**src/rtl/matrix_ctrl_pkg.sv**
```systemverilog
// matrix_ctrl_pkg: shared state/operation encodings and matrix geometry for the sequencer
package matrix_ctrl_pkg;
  typedef enum logic [2:0] {S_IDLE, S_LOAD_A, S_LOAD_B, S_START, S_WAIT, S_SHOW, S_ERR} state_t;
  typedef enum logic [1:0] {OP_ADD, OP_SUB, OP_MUL, OP_TRN} op_t;
  localparam int N_ELEM = 4;
  localparam int B_BASE = 4;
endpackage

```
**src/rtl/rise_detect.sv**
```systemverilog
// rise_detect: one pulse per rising edge of a synchronized level, suppressed until the level is seen low after reset
module rise_detect (
  input  logic clock,
  input  logic reset,
  input  logic level,
  output logic pulse
);
  logic prev, armed;
  // armed stays low until the level has been low once, so a button held through reset never fires
  always_ff @(posedge clock or posedge reset)
    if (reset) begin
      prev  <= 1'b0;
      armed <= 1'b0;
    end else begin
      prev  <= level;
      armed <= armed | ~level;
    end
  assign pulse = level & ~prev & armed;
endmodule

```
**src/rtl/matrix_seq_ctrl.sv**
```systemverilog
// matrix_seq_ctrl: button-driven sequencer that loads operands, launches the datapath and steps through results
module matrix_seq_ctrl
  import matrix_ctrl_pkg::*;
#(
  parameter int DONE_TIMEOUT = 255,
  parameter int ELEM_W       = 8
) (
  input  logic              clock,
  input  logic              reset,
  input  logic [ELEM_W-1:0] data_in,
  input  logic              enter,
  input  logic              sw,
  input  logic [1:0]        operation,
  output logic              wr_en,
  output logic [2:0]        wr_addr,
  output logic [ELEM_W-1:0] wr_data,
  output logic [1:0]        op_out,
  output logic              start,
  input  logic              done,
  input  logic              dp_error,
  output logic [1:0]        rd_addr,
  output logic              finish,
  output logic              error,
  output logic              busy,
  output logic [3:0]        index
);
  localparam int TW = $clog2(DONE_TIMEOUT + 1);
  state_t        state;
  logic [1:0]    cnt;
  logic [TW-1:0] tcnt;
  logic          ev;
  rise_detect u_rise (.clock(clock), .reset(reset), .level(enter), .pulse(ev));
  // single FSM; every output is assigned on the transition so it is valid from the first cycle of the new state
  always_ff @(posedge clock or posedge reset)
    if (reset) begin
      state   <= S_IDLE;
      cnt     <= '0;
      tcnt    <= '0;
      wr_en   <= 1'b0;
      wr_addr <= '0;
      wr_data <= '0;
      op_out  <= '0;
      start   <= 1'b0;
      rd_addr <= '0;
      finish  <= 1'b0;
      error   <= 1'b0;
      busy    <= 1'b0;
      index   <= '0;
    end else begin
      wr_en <= 1'b0;
      start <= 1'b0;
      case (state)
        S_IDLE:
          if (ev) begin
            op_out <= operation;
            cnt    <= '0;
            state  <= S_LOAD_A;
            busy   <= 1'b1;
            index  <= '0;
          end
        S_LOAD_A, S_LOAD_B:
          if (sw) begin
            state <= S_IDLE;
            busy  <= 1'b0;
            index <= '0;
          end else if (ev) begin
            wr_en   <= 1'b1;
            wr_addr <= (state == S_LOAD_B ? 3'(B_BASE) : 3'd0) + {1'b0, cnt};
            wr_data <= data_in;
            if (cnt == 2'(N_ELEM - 1)) begin
              cnt <= '0;
              if (state == S_LOAD_A && op_out != OP_TRN) begin
                state <= S_LOAD_B;
                index <= 4'(B_BASE);
              end else begin
                state <= S_START;
                start <= 1'b1;
                index <= '0;
              end
            end else begin
              cnt   <= cnt + 1'b1;
              index <= index + 1'b1;
            end
          end
        S_START: begin
          state <= S_WAIT;
          tcnt  <= '0;
        end
        S_WAIT:
          if (done) begin
            state   <= dp_error ? S_ERR : S_SHOW;
            error   <= dp_error;
            finish  <= ~dp_error;
            rd_addr <= '0;
            index   <= dp_error ? 4'd0 : 4'd8;
          end else if (tcnt == TW'(DONE_TIMEOUT - 1)) begin
            state <= S_ERR;
            error <= 1'b1;
          end else
            tcnt <= tcnt + 1'b1;
        S_SHOW:
          if (sw || (ev && rd_addr == 2'd3)) begin
            state  <= S_IDLE;
            finish <= 1'b0;
            busy   <= 1'b0;
            index  <= '0;
          end else if (ev) begin
            rd_addr <= rd_addr + 1'b1;
            index   <= index + 1'b1;
          end
        S_ERR:
          if (ev) begin
            state <= S_IDLE;
            error <= 1'b0;
            busy  <= 1'b0;
          end
        default: state <= S_IDLE;
      endcase
    end
endmodule

```
**config.mk**
```make
export PLATFORM = sky130hd
export DESIGN_NAME = matrix_seq_ctrl
export DESIGN_NICKNAME = d
export VERILOG_FILES = /design/src/rtl/matrix_ctrl_pkg.sv /design/src/rtl/rise_detect.sv /design/src/rtl/matrix_seq_ctrl.sv
export SDC_FILE = /design/constraint.sdc
export NUM_CORES = 1
export LEC_CHECK = 0
export BUFFER_PORTS_ARGS = -buffer_cell sky130_fd_sc_hd__buf_2
export CORE_ASPECT_RATIO = 0.8
export CORE_MARGIN = 3
export CORE_UTILIZATION = 30
export DETAILED_ROUTE_END_ITERATION = 7
export GPL_ROUTABILITY_DRIVEN = 0
export PLACE_DENSITY = 0.49
export SLEW_MARGIN = 15
export SYNTH_ARGS = -nofsm -noshare
export SYNTH_HDL_FRONTEND = slang
export SYNTH_SLANG_ARGS = --single-unit
```
**constraint.sdc**
```tcl
create_clock -name clock -period 2.95 [get_ports clock]
set_input_delay 0 -clock clock [delete_from_list [all_inputs] [get_ports clock]]
set_output_delay 0 -clock clock [all_outputs]
set_load 0.005 [all_outputs]
```
==> flow_summary.yaml <==
drt:
  final_antenna_net_count: 0
  vias_per_cell: 4.90
  drt_wl_total_um: 4630
  via_count: 1635
  drc: 0
  drt_iter0_markers: 103
  drtPass1Iterations: 4
  avgRoutedWirePerCell_um: 13.9
synth:
  synthSimpleGateAreaFrac: 0.175
  ys_warn_count: 0
  synth_mux_area_frac: 0.0904
  synth_xor_area_frac: 0.0337
  syn_nets: 217
  synth_fa_ha_area_frac: 0.0301
  synth-seq-cells: 39
  syn-mean-instance-area_um2: 10.6
  synth_top_family_by_area: "simple AND/OR/NAND/NOR gates"
  synth_edf_count: 0
  synth_seq_area_share: 0.470
  synthArstFlopShare: 1.00
  synth.distinct_cells: 46
  ys.flop_type: "dfrtp_1"
  synth-compound-area-share: 0.158
  syn_inst: 196
  syn-cell-area_um2: 2080
power:
  powerDensity_nw_per_um2: 834
  p_leak_uw: 0.00122
  power_uw: 2120
  vdd_drop_max_uv: 363
clock_tree:
  cts_root_buf: "clkbuf_8"
  postCtsSetupBuffers: 0
  tritoncts: "built"
  clk_pin_slew_ps: 70
  cts_made_buffers: 5
  cts.sinks: 39
  clk_latency_ps: 290
  cts.path.max_buffers: 2
  htreeDepth: 2
setup_path:
  critPathKind: "flip-flop to flip-flop"
  crit_path_start_kind: "flip-flop"
  critPathMaxFanout: 22
  cp_data_arrival_time_ps: 2280
  critPathLaunch: "state[0]"
  rr_startpoint: "state[0]"
  end_kind: "flip-flop"
  r2r_slack_ps: 850
  required_ps: 3120
timing:
  setup_viol: 0
  finalHoldViolCount: 0
  clock_skew_ps: 4.53
  tightest_slew_ps: 748
  rsz0062_at_grt: "false"
  layout_min_cycle_time_ps: 2100
  final.setup.tns_ps: 0
  slew_headroom: 0.502
  drv_slew: 0
  fmax_mhz: 476
  period_share: 0.712
global_routing:
  grt_pass1_vias: 1574
  grt_max_degree: 29
  grt_pass1_wl_um: 7840
  gr-total-overflow: 0
  grt_usage: 0.123
  antenna_found_initial: 0
floorplan:
  dieArea_um2: 7960
  num_io_pins: 40
  die_h_um: 80.4
  core_um2: 6540
  start_util: 0.318
  die_width_um: 99.0
  row_count: 26
worst_hold_path:
  hold_class: "primary input to flip-flop"
  worst_hold_startpoint: "dp_error"
layout:
  antenna_cells: 0
  mostFrequentLayoutCells: "dfrtp_1 (39), buf_2 (39), nor2_1 (21)"
  drive_gt1_frac: 0.292
  fin_nets: 270
  area_growth_pct: 22.4
place:
  port_buffers: 39
  hpwl_um: 3270
run_status:
  status: "finished clean"
run:
  maxCapViolCount: 0
[cell usage after synthesis (all sizes together), types with 3 or more instances]
cell type  count  area (um^2)
a22o           4         35.0
nand2         19         73.8
xnor2          3         26.3
ha             5         62.6
nand4          3         18.8
or3            3         18.8
xor2           5         43.8
inv            8         30.0
nor2          21         78.8
o31ai          4         30.0
mux2          15          188
nor3           4         25.0
buf            8         58.8
nand3          5         25.0
o21ai          9         48.8
a21o           3         22.5
a21oi          7         38.8
o32ai          3         26.3
dfrtp         39          976
nand2b         5         38.8
[routing by layer]
| metal | wire length, um | global-route usage | up-vias |
|---|---|---|---|
| met5 | 0 | 0 | - |
| met2 | 1910 | 0.164 | 43 |
| met3 | 250 | 0.0330 | 4 |
| met1 | 2430 | 0.189 | 774 |
| li1 | - | - | 814 |
| met4 | 42 | 0.0382 | 0 |
[area by class of cell]
type	instances	area (um^2)
clock buffers	7	76.3
clock inverters	1	5.00
fillers	642	4000
inverters	8	30.0
multi-input cells	141	1010
flip-flops and latches	39	976
well taps	84	105
repair buffers	54	338
[per-stage QoR]
stage / cell area, um^2 / util / instances / hold slack [ps] / setup slack [ps]
after floorplan: 2080 / - / 196 / 31.4 / 1310
after global placement: 2340 / 0.358 / 314 / 151 / 881
after detailed placement: 2340 / 0.358 / 314 / 152 / 874
after CTS: 2530 / 0.387 / 333 / 36.6 / 866
after global routing: 2540 / 0.389 / 334 / 97.2 / 670
final: 2540 / 0.389 / 334 / 101 / 848
[cells by family after synthesis]
kind of cell / after synthesis
AO/OA/AOI/OAI: 44
adder cells (fa/ha/maj): 5
AND/OR/NAND/NOR: 69
multiplexers: 15
flip-flops: 39
buffers and inverters: 16
XOR/XNOR: 8
[state kept, by name, summed over array words and instances, names as in the netlist, 2 cells and up]
signal,count
state,3
wr_addr,3
rd_addr,2
tcnt,8
wr_data,8
cnt,2
index,4
op_out,2
[worst max-delay path, cell delays in order, from the launching register on]
cell       delay, ps
dfrtp_1          830
xnor2_1          210
nor4_2           260
o2111ai_1        190
nand3_1          160
mux2_2           340
[report_power, final]
part	total, uW	switching, uW	internal (uW)	leakage (uW)
combinational	850	402	448	0.000680
sequential	921	219	702	0.000498
clock	350	184	166	0.0000422
total	2120	805	1320	0.00122
[repair_timing]
item / in CTS / in global routing
hold buffers: 11 / 1
endpoints found under the hold margin: 12 / 26
gates resized for setup: 0 / 0
[worst paths after layout]
check,end,cells past startpoint
worst max-delay path,state[0],5
worst min-delay path,index[3],3
worst max register to register,state[0],5
worst min register to register,error,1
max in group asynchronous,tcnt[4],4
min in group asynchronous,start,3
No activity file was read; power rests on OpenSTA's default activity.
